### config.mk
export PLATFORM = sky130hd
export DESIGN_NAME = fp_adder_arbiter
export DESIGN_NICKNAME = d
export VERILOG_FILES = /design/src/rtl/fp_adder_arbiter.sv
export SDC_FILE = /design/constraint.sdc
export NUM_CORES = 1
export LEC_CHECK = 0
export ABC_AREA = 0
export CORE_AREA = 4 4 154 156
export DETAILED_ROUTE_END_ITERATION = 7
export DIE_AREA = 0 0 158 160
export GPL_ROUTABILITY_DRIVEN = 1
export PLACE_DENSITY = 0.68
export RECOVER_POWER = 25
export SLEW_MARGIN = 30
export SYNTH_ARGS = -nofsm -noshare
export SYNTH_HDL_FRONTEND = slang
export SYNTH_SLANG_ARGS = --single-unit
### constraint.sdc
create_clock -name clk -period 7.1 [get_ports clk]
set_clock_uncertainty 0.2 [all_clocks]
set_input_delay 0.71 -clock clk [delete_from_list [all_inputs] [get_ports clk]]
set_output_delay 0.71 -clock clk [all_outputs]
set_load 0.005 [all_outputs]
### src/rtl/fp_adder_arbiter.sv
// Round-robin arbiter that shares one pipelined FP adder between NUM_REQ
// requesters. The winning operand pair is registered into the adder, and a
// tag pipeline matched to ADD_LAT steers each result back to its requester.
module fp_adder_arbiter #(
    parameter int NUM_REQ = 4,
    parameter int DATA_W  = 32,
    parameter int ADD_LAT = 3
) (
    input  logic                        clk,
    input  logic                        rst,
    input  logic [NUM_REQ-1:0]          req_valid,
    output logic [NUM_REQ-1:0]          req_ready,
    input  logic [NUM_REQ*DATA_W-1:0]   req_a,
    input  logic [NUM_REQ*DATA_W-1:0]   req_b,
    input  logic                        hold,
    output logic [DATA_W-1:0]           add_a,
    output logic [DATA_W-1:0]           add_b,
    output logic                        add_valid,
    input  logic [DATA_W-1:0]           add_result,
    output logic [NUM_REQ-1:0]          resp_valid,
    output logic [DATA_W-1:0]           resp_data,
    output logic                        busy,
    output logic [$clog2(ADD_LAT+2)-1:0] outstanding
);

    localparam int PTR_W = $clog2(NUM_REQ);
    localparam int OUT_W = $clog2(ADD_LAT + 2);

    logic [PTR_W-1:0]  ptr;
    logic [PTR_W-1:0]  winner;
    logic              found;
    logic              grant;
    logic [PTR_W-1:0]  issue_id;
    logic [DATA_W-1:0] sel_a;
    logic [DATA_W-1:0] sel_b;
    logic              resp_fire;

    logic              tag_v  [ADD_LAT];
    logic [PTR_W-1:0]  tag_id [ADD_LAT];

    // Round-robin search starting at ptr, wrapping modulo NUM_REQ
    always_comb begin
        int idx;
        found  = 1'b0;
        winner = '0;
        idx    = 0;
        for (int k = 0; k < NUM_REQ; k++) begin
            idx = int'(ptr) + k;
            if (idx >= NUM_REQ) begin
                idx = idx - NUM_REQ;
            end
            if (!found && req_valid[idx]) begin
                found  = 1'b1;
                winner = PTR_W'(idx);
            end
        end
    end

    assign grant = found & ~hold & ~rst;

    // One-hot ready to the winner; hold and reset block the grant immediately
    always_comb begin
        req_ready = '0;
        if (grant) begin
            req_ready[winner] = 1'b1;
        end
    end

    // Operand mux for the winning requester
    always_comb begin
        sel_a = req_a[int'(winner)*DATA_W +: DATA_W];
        sel_b = req_b[int'(winner)*DATA_W +: DATA_W];
    end

    // Issue register: capture winner operands and advance the pointer past it
    always_ff @(posedge clk) begin
        if (rst) begin
            ptr       <= '0;
            add_a     <= '0;
            add_b     <= '0;
            add_valid <= 1'b0;
            issue_id  <= '0;
        end else if (grant) begin
            add_a     <= sel_a;
            add_b     <= sel_b;
            add_valid <= 1'b1;
            issue_id  <= winner;
            ptr       <= (winner == PTR_W'(NUM_REQ - 1)) ? '0 : winner + 1'b1;
        end else begin
            add_valid <= 1'b0;
        end
    end

    // Tag pipeline tracking requester id alongside the adder latency
    always_ff @(posedge clk) begin
        if (rst) begin
            for (int k = 0; k < ADD_LAT; k++) begin
                tag_v[k]  <= 1'b0;
                tag_id[k] <= '0;
            end
        end else begin
            tag_v[0]  <= add_valid;
            tag_id[0] <= issue_id;
            for (int k = 1; k < ADD_LAT; k++) begin
                tag_v[k]  <= tag_v[k-1];
                tag_id[k] <= tag_id[k-1];
            end
        end
    end

    assign resp_fire = tag_v[ADD_LAT-1];
    assign resp_data = add_result;

    // Steer the emerging result to its originating requester
    always_comb begin
        resp_valid = '0;
        if (resp_fire && !rst) begin
            resp_valid[tag_id[ADD_LAT-1]] = 1'b1;
        end
    end

    // Busy while anything sits in the issue register or the tag pipeline
    always_comb begin
        logic any_v;
        any_v = add_valid;
        for (int k = 0; k < ADD_LAT; k++) begin
            any_v = any_v | tag_v[k];
        end
        busy = any_v & ~rst;
    end

    // Outstanding count: +1 on issue, -1 on return, both cancel out
    always_ff @(posedge clk) begin
        if (rst) begin
            outstanding <= '0;
        end else begin
            case ({grant, resp_fire})
                2'b10:   outstanding <= outstanding + OUT_W'(1);
                2'b01:   outstanding <= outstanding - OUT_W'(1);
                default: outstanding <= outstanding;
            endcase
        end
    end

endmodule
### Word-level counts from Yosys, hierarchy flattened

Memory sizes are Yosys's and may differ from the RTL's.
Cells that the tools add are included.
Widths: inputs -> output; s select.

| storage, ports and cells | value |
|---|---|
| output and inout bits | 109 |
| bits in registers | 72 |
| input bits | 295 |
| bits in writable memories | 9 |
| memories kept | 2 |
| logic and storage cells | 102 |

| operators by class | value |
|---|---|
| reduce and logical (&&, ||, !) cells | 11 |
| bitwise gates (word level) | 14 |
| equal/unequal tests | 3 |
| $lt $le $gt $ge | 12 |
| mux-type cells | 42 |
| add/subtract/negate cells | 10 |
| shifts and indexed selects | 2 |

Memory list:

| memory | words | width | rd ports | clocked after memory_dff | wr ports | line | source |
|---|---|---|---|---|---|---|---|
| tag_id | 3 | 2 | 3 | 0 | 3 | 39 | `logic [PTR_W-1:0] tag_id [ADD_LAT];` |
| tag_v | 3 | 1 | 3 | 0 | 3 | 38 | `logic tag_v [ADD_LAT];` |

Operators with widths:

| kind | count |
|---|---|
| $shiftx 128x8->32 | 2 |
| $lt 32x4->1 const B | 4 |
| $mux 32 | 4 |
| $mux 1 | 21 |
| $mux 2 | 8 |
| $sub 3x3->4 const B | 3 |
| $ge 3x3->1 const B | 3 |
| $or 1x1->1 | 9 |
| $bmux 1 s2 | 4 |
| $mux 4 | 2 |
| $add 2x2->3 const B | 2 |
| $logic_and 1x1->1 | 6 |
| $lt 2x3->1 const B | 2 |
| $pmux 3 s2 | 1 |
| $demux 1 s2 | 2 |
| $eq 2x2->1 const B | 2 |
| $ge 2x1->1 const B | 2 |
| $logic_not 1->1 | 4 |
| $sub 2x3->4 const B | 1 |
| $add 2x1->3 const B | 1 |
| $add 3x1->3 const B | 1 |
| $and 1x1->1 | 3 |
| $ge 2x3->1 const B | 1 |
| $sub 3x1->3 const B | 1 |
| other kinds (4) | 5 |

### Depth between registers and ports, before layout

Gate-level depths: netlist (run 1).

| depth | value |
|---|---|
| depth in word-level cells | 20 |
| gate-level depth with buffers | 10 |
| gate-level depth less buffers | 9 |

### Worst setup path before layout (run 1)

No wires, ideal clock.

| timing path | value |
|---|---|
| kind | in2reg |
| start | input port req_valid[0] |
| end | register outstanding[2] |
| stages | 10 |
| arrival | 2.727 ns |
| slack | 4.102 ns |
| data required time | 6.829 ns |
| library setup time | 0.071 ns |
| buffers on the path | 1 |
| cell sequence | nor4_2 > nor3_2 > inv_2 > clkbuf_1 > ha_1 > inv_1 > fa_1 > xor2_1 > or3_1 > a21oi_1 |

| on the way | value |
|---|---|
| cells in the longest elaborated chain, start to end | 17 |
| elaborated cells on any way between the ends | 28 |
| classes of those cells | 2 x eq/ne; 17 x mux; 2 x bitwise; 7 x reduce/logical |

RTL lines:

| what | line | source |
|---|---|---|
| start: declaration | 11 | `input logic [NUM_REQ-1:0] req_valid,` |
| $bmux 1 s2 | 52 | `if (!found && req_valid[idx]) begin` |
| $mux 1 (implied by the code) (2 in series) | 52 |  |
| $mux 1 | 52 |  |
| $logic_not 1->1 | 52 |  |
| $logic_and 1x1->1 | 52 |  |
| $mux 1 | 52 |  |
| $logic_not 1->1 | 52 |  |
| $logic_and 1x1->1 | 52 |  |
| $mux 1 | 52 |  |
| $logic_not 1->1 | 52 |  |
| $logic_and 1x1->1 | 52 |  |
| $mux 1 (*) | 52 |  |
| $and 1x1->1 (*) (2 in series) | 59 | `assign grant = found & ~hold & ~rst;` |
| $eq 2x1->1 or $eq 2x2->1 (tied branches) | 137 | `case ({grant, resp_fire})` |
| $pmux 3 s2 or $reduce_bool 2->1 (tied branches) | -- |  |
| end signal: assignment | 138 | `2'b10: outstanding <= outstanding + OUT_W'(1);` |
| end signal: assignment | 139 | `2'b01: outstanding <= outstanding - OUT_W'(1);` |
| end signal: assignment | 140 | `default: outstanding <= outstanding;` |
| end: declaration | 23 | `output logic [$clog2(ADD_LAT+2)-1:0] outstanding` |

Every way passes the cells marked *; elsewhere a longest branch is shown, timed or not. The select of a mux whose other input is x is not followed.
A chain may end at the register's enable or synchronous reset.

### Worst setup path in the final report (run 1)

| timing path | value |
|---|---|
| start | input port rst |
| end | output port req_ready[0] |

| on the way | value |
|---|---|
| cells in the longest elaborated chain, start to end | 3 |

RTL lines:

| what | line | source |
|---|---|---|
| start: declaration | 10 | `input logic rst,` |
| $not 1->1 | 59 |  |
| $and 1x1->1 | 59 |  |
| $mux 4 | 64 | `if (grant) begin` |
| end: declaration | 12 | `output logic [NUM_REQ-1:0] req_ready,` |

Every way passes these cells.

==> results of run 1 <==
power by group:
group	switching, mW	total [mW]	internal, mW
combinational	0.199	0.515	0.316
clock	0.214	0.490	0.276
sequential	0.0274	0.533	0.506
total	0.440	1.54	1.10
layer usage:
metal  GRT usage, %  wire, µm  share of wire [%]
met3          4.770      1658                8.8
met2          24.52      9362                 50
met4          4.343       328                1.7
met5              0         0                  0
met1          16.61      7520                 40
worst register-to-register path, delay by kind of cell (launching register included):
family                 cells  cell delay, ns
and+or+nand+nor            3            1.59
buffers and inverters      1            0.42
muxes                      1            0.26
AOI/OAI and AO/OA          1            0.20
DFF                        1            0.45
cell usage after synthesis, types with 2 or more instances:
cell type and count:
o21ai_0 2, nor2b_1 9, a211o_1 11, ha_1 5, a21bo_2 2, o221ai_1 64
xor2_1 2, dfxtp_1 81, nand4_1 11, nand2_1 58, and2_1 4, nor2_1 7
o31ai_1 11, mux2i_1 118, buf_4 34, inv_2 2, buf_2 6, inv_1 5
nand2b_1 13, nor4bb_1 2, or3_1 2, a21oi_1 6, clkbuf_1 22, buf_6 11
cell usage in the layout, fill, tap and decap left out, types with 2 or more instances in the layout:
cell type / netlist / layout
dlygate4sd3_1: 0 / 6
a211o_1: 11 / 11
nand4_1: 11 / 11
nor2_1: 7 / 7
nand2_2: 1 / 2
o21ai_0: 2 / 2
clkbuf_16: 0 / 9
dfxtp_1: 81 / 81
mux2i_1: 118 / 118
or3_1: 2 / 2
o31ai_1: 11 / 11
inv_6: 0 / 3
and2_1: 4 / 4
inv_1: 5 / 5
clkinvlp_4: 0 / 2
nor4bb_1: 2 / 2
ha_1: 5 / 5
a21bo_2: 2 / 2
clkbuf_1: 22 / 2
clkdlybuf4s50_1: 0 / 333
nand2b_1: 13 / 13
inv_2: 2 / 2
xor2_1: 2 / 2
o221ai_1: 64 / 64
a21oi_1: 6 / 6
nand2_1: 58 / 57
buf_4: 34 / 5
nor2b_1: 9 / 9
kinds of logic (layout without fill, tap and decap cells):
kind of cell | after synthesis | in the layout | synth area share (%)
multiplexers | 118 | 118 | 24.41
AND/OR/NAND/NOR | 116 | 116 | 12.21
AO/OA/AOI/OAI | 99 | 99 | 17.02
flip-flops | 81 | 81 | 33.51
buffers and inverters | 81 | 370 | 10.78
adder cells (fa/ha/maj) | 6 | 6 | 1.707
XOR/XNOR | 2 | 2 | 0.3621
worst min-delay path by stage:
| stage | cells past startpoint | slack, ns | end |
|---|---|---|---|
| 3_3_place_gp | 1 | 0.22 | tag_id[0][2]$_SDFF_PP0_ |
| 6_report | 1 | 0.24 | tag_id[0][3]$_SDFF_PP0_ |
| 4_1_cts | 1 | 0.24 | tag_id[0][5]$_SDFF_PP0_ |
| 2_1_floorplan | 1 | 0.21 | tag_id[0][2]$_SDFF_PP0_ |
| 5_1_grt | 1 | 0.26 | tag_id[0][3]$_SDFF_PP0_ |
| 3_5_place_dp | 1 | 0.23 | tag_id[0][5]$_SDFF_PP0_ |
layout make-up:
cell class / count / area [µm²]
clock buffer: 9 / 225.2
clock inverter: 7 / 76.32
inverter: 7 / 26.28
timing repair buffer: 347 / 3466
fill: 2250 / 13880
multi-input combinational: 341 / 2711
sequential: 81 / 1622
tap: 285 / 356.6
sequential cells by signal (all words and copies together) (netlist names):
| signal | flops |
|---|---|
| issue_id | 2 |
| add_a | 32 |
| add_valid | 1 |
| outstanding | 3 |
| tag_id | 6 |
| ptr | 2 |
| add_b | 32 |
| tag_v | 3 |
metrics by stage:
step,std cells,cell area (µm²),worst slack (ns)
global route,1077,8483,2.327
floorplan,503,4838,4.102
detailed placement,1060,8162,2.840
global placement,1060,8162,2.916
CTS,1076,8463,2.830
finish,1077,8483,2.551
==> metrics.cfg, run 1 <==
[status]
outcome = finished clean

[global_route]
grt.overflow.total = 0
grt_usage_pct = 14.23
grt_max_degree = 59
antenna_found_initial = 0
grt_pass1_wl_mm = 28.28
grt_pass1_vias = 5079

[timing]
timing.slew.headroom_pct = 7.823
layout_min_cycle_time_ns = 4.549
drv_slew = 0
setup_tns_ns = 0
rsz0062_at_grt = false
fin_crit_sh_pct = 64.07
hold_slack_ns = 0.2403
setup_violations = 0
tightest_slew_ns = 1.383
fmax_mhz = 219.8
finalHoldViolations = 0

[synth]
synth_top_area_share_pct = 33.51
synth.avg_cell_area_um2 = 9.619
synthCells = 503
netlist.top_cell.by_area = dfxtp_1
ys_ff_latch = 81
ys_warn_count = 0
synth_area_leaders = dfxtp_1, mux2i_1, o221ai_1
ys_types = 39
synthFlopType = dfxtp_1
syn_area_mm2 = 0.004838
synth_edf_count = 0
synth_nets = 804
async_reset_ff_share_pct = 0
synth-seq-area-share_pct = 33.51

[critical_path]
path_max_fanout = 32
r2r_slack_ns = 3.83
cp.depth = 6
path_common_cell = clkbuf_1
r2r_end = add_a[2]$_SDFFE_PP0P_
worst-path-buf-inv = 4
slowest_stage = clkbuf_1
crit_required_ns = 6.19
crit_start = rst
worstSetupPathType = in -> out
timing.rr.start = ptr[1]$_SDFFE_PP0P_
cp_cell_sequence = dlygate4sd3_1, clkbuf_1, nor3_2, clkbuf_1, and2_1, clkdlybuf4s50_1
critPathCaptureType = output port
crit_arrival_ns = 3.64
critPathLaunchType = input port
slowest_delay_ns = 0.77
crit_family = buffers and inverters
critPathCapture = req_ready[0]
reg2reg_depth = 6

[pwr]
cellPowerDensity_mw_per_mm2 = 181.3
power_mw = 1.538
leakage_nw = 3.129
max-vdd-ir-drop_uv = 84.23

[floorplanning]
die_area_mm2 = 0.02528
coreArea_mm2 = 0.02237
die_h_um = 160
placement_rows = 55
die_x_um = 158
io_pins = 404
start_util_pct = 21.63

[clock_network]
clk_pin_slew_worst_paths_ns = 0.07
cts-resized-gates = 0
cts.htree.levels = 3
post_cts_buffers = 0
clockBufferDepth = 2
clock-sinks = 81
cts_tree = built
cts-root-buf = clkbuf_16
postCtsHoldBufs = 0
cts_buffers = 9
insertion_delay_ns = 0.34

[routing]
wirelength_mm = 18.87
via_per_inst = 4.587
ant_nets = 0
drt-initial-drc-count = 150
avgRoutedWirePerCell_um = 17.52
vias = 4940
dr.pass1.iters = 4
drc = 0

[job]
max_cap_viol_count = 0

[min_path]
min_from = tag_id[0][1]$_SDFF_PP0_
min_path_type = reg -> reg

[finish]
finish.net_count = 1088
post-route-util_pct = 37.93
syn_to_final_growth_pct = 75.33
drive_above_1_share_pct = 4.293
diodes = 0

[placement]
hpwl_mm = 14.43
routabilityCongestion = 0.7607
portBuffers = 339

(Power assumes the default switching activity.)
==> inputs of run 2 (changes only) <==
clock period = 4.8 ns   (was 7.1 ns; I/O delays follow)
==> metrics.cfg, run 2 (synthesized netlist as in run 1, its figures left out) <==
[timing]
setup_tns_ns = 0
finalHoldViolations = 0
fin_crit_sh_pct = 79.58
rsz0062_at_grt = false
layout_min_cycle_time_ns = 3.820
setup_violations = 0
timing.slew.headroom_pct = 7.976
drv_slew = 0
fmax_mhz = 261.8
tightest_slew_ns = 1.380

[critical_path]
worstSetupPathType = in -> out
r2r_slack_ns = 1.61
crit_required_ns = 4.12
timing.rr.start = ptr[1]$_SDFFE_PP0P_
critPathCaptureType = output port
reg2reg_depth = 7
critPathLaunchType = input port
r2r_end = add_b[13]$_SDFFE_PP0P_
path_max_fanout = 15
crit_arrival_ns = 3.14

[finish]
final_common_cell = clkdlybuf4s50_1
finish.net_count = 1089
post-route-util_pct = 38.09
drive_above_1_share_pct = 4.288
diodes = 0
reg_top3 = add_a (32), add_b (32), tag_id (6)
layout.cells.non_filler = 1078
syn_to_final_growth_pct = 76.05
final_area_mm2 = 0.008518
most-common-layout-cells = clkdlybuf4s50_1, mux2i_1, dfxtp_1, o221ai_1, nand2_1

[clock_network]
clock-sinks = 81
cts-resized-gates = 0
cts.htree.levels = 3
cts_tree = built
post_cts_buffers = 0
clk_pin_slew_worst_paths_ns = 0.06
insertion_delay_ns = 0.33
cts-root-buf = clkbuf_16
clockBufferDepth = 2
postCtsHoldBufs = 0
cts_buffers = 9

[pwr]
leakage_nw = 3.150
power_frac_comb_pct = 33.0
max-vdd-ir-drop_uv = 113.1
pwr-share-seq_pct = 34.1
clockPowerShare_pct = 32.9
cellPowerDensity_mw_per_mm2 = 272.2
intPower_mw = 1.687
power.switching_mw = 0.6317
swShare_pct = 27.24

[floorplanning]
start_util_pct = 21.63
die_area_mm2 = 0.02528
io_pins = 404
placement_rows = 55
die_h_um = 160
coreArea_mm2 = 0.02237
die_x_um = 158

[placement]
routabilityCongestion = 0.7784
portBuffers = 339
hpwl_mm = 14.80
dpl_cell_area_mm2 = 0.008194
place_inst = 1061

[status]
outcome = finished clean

[min_path]
min_path_type = reg -> reg
whs_path_depth = 1
whs_endpoint = tag_id[0][4]$_SDFF_PP0_
min_from = tag_id[0][2]$_SDFF_PP0_

[routing]
wirelength_mm = 19.19
wl_met1_mm = 7.912
dr.pass1.iters = 4
highest_layer = met4
ant_nets = 0
avgRoutedWirePerCell_um = 17.80
drc = 0
via_per_inst = 4.612
route.met2.wl_mm = 9.251
route.met3.wl_mm = 1.627
drt-initial-drc-count = 192
vias = 4972

[job]
max_cap_viol_count = 0

[global_route]
grt_pass1_wl_mm = 28.56
antenna_found_initial = 0
grt.overflow.total = 0
grt_pass1_vias = 5066
grt_usage_pct = 14.41
grt_max_degree = 62

run 2: cell count changes in the layout (fill, tap and decap cells not counted):
cell        before  now
buf_16           1    0
clkbuf_8         0    1
inv_6            3    0
clkinvlp_4       2    1
bufinv_16        1    2
clkinv_4         0    1
clkinv_2         1    0
buf_2            0    1
clkbuf_1         2    3
buf_12           0    2
run 2: final cells by class:
cell class | count | area, µm²
Fill cell | 2248 | 13850
Timing Repair Buffer | 348 | 3480
Multi-Input combinational cell | 341 | 2711
Sequential cell | 81 | 1622
Tap cell | 285 | 356.6
Clock buffer | 12 | 246.5
Clock inverter | 4 | 76.32
Inverter | 7 | 26.28
run 2: power groups by stage:
| stage | Combinational (mW) | Sequential [mW] | Clock (mW) |
|---|---|---|---|
| 4_1_cts | 0.778 | 0.790 | 0.798 |
| 2_1_floorplan | 0.363 | 0.805 | 0 |
| 6_report | 0.765 | 0.790 | 0.764 |
| 3_3_place_gp | 0.771 | 0.801 | 0 |
| 3_5_place_dp | 0.775 | 0.802 | 0 |
| 5_1_grt | 0.824 | 0.798 | 0.826 |
run 2: how the worst max path moves through the flow:
stage / from / to / slack, ns / cells past startpoint
3_5_place_dp: req_valid[2] / req_ready[3] / 1.01 / 8
5_1_grt: rst / outstanding[2]$_SDFFE_PP0P_ / 0.80 / 10
2_1_floorplan: req_valid[0] / outstanding[2]$_SDFFE_PP0P_ / 2.03 / 10
6_report: req_valid[0] / req_ready[3] / 0.98 / 8
3_3_place_gp: req_valid[0] / req_ready[3] / 1.10 / 8
4_1_cts: req_valid[0] / req_ready[3] / 1.00 / 8
run 2: metal layers:
metal	up-vias	track usage [%]
li1	2432	-
met1	2266	17.78
met2	247	23.86
met3	27	4.688
met4	0	4.304
met5	-	0
run 2: stage by stage:
step           hold WS (ns)  worst slack (ns)  power [mW]
2_1_floorplan        0.2138             2.032       1.168
3_3_place_gp         0.2179             1.098       1.573
3_5_place_dp         0.2285             1.009       1.577
4_1_cts              0.2427             1.002       2.365
5_1_grt              0.2602            0.7958       2.448
6_report             0.2388            0.9804       2.319
run 2: worst max-delay path, cell delays in order:
cell and delay (ns):
clkdlybuf4s50_1 0.50, mux2i_1 0.19, or2_1 0.39, nand3_2 0.53
inv_2 0.25, ha_1 0.18, and2_1 0.12, clkdlybuf4s50_1 0.50
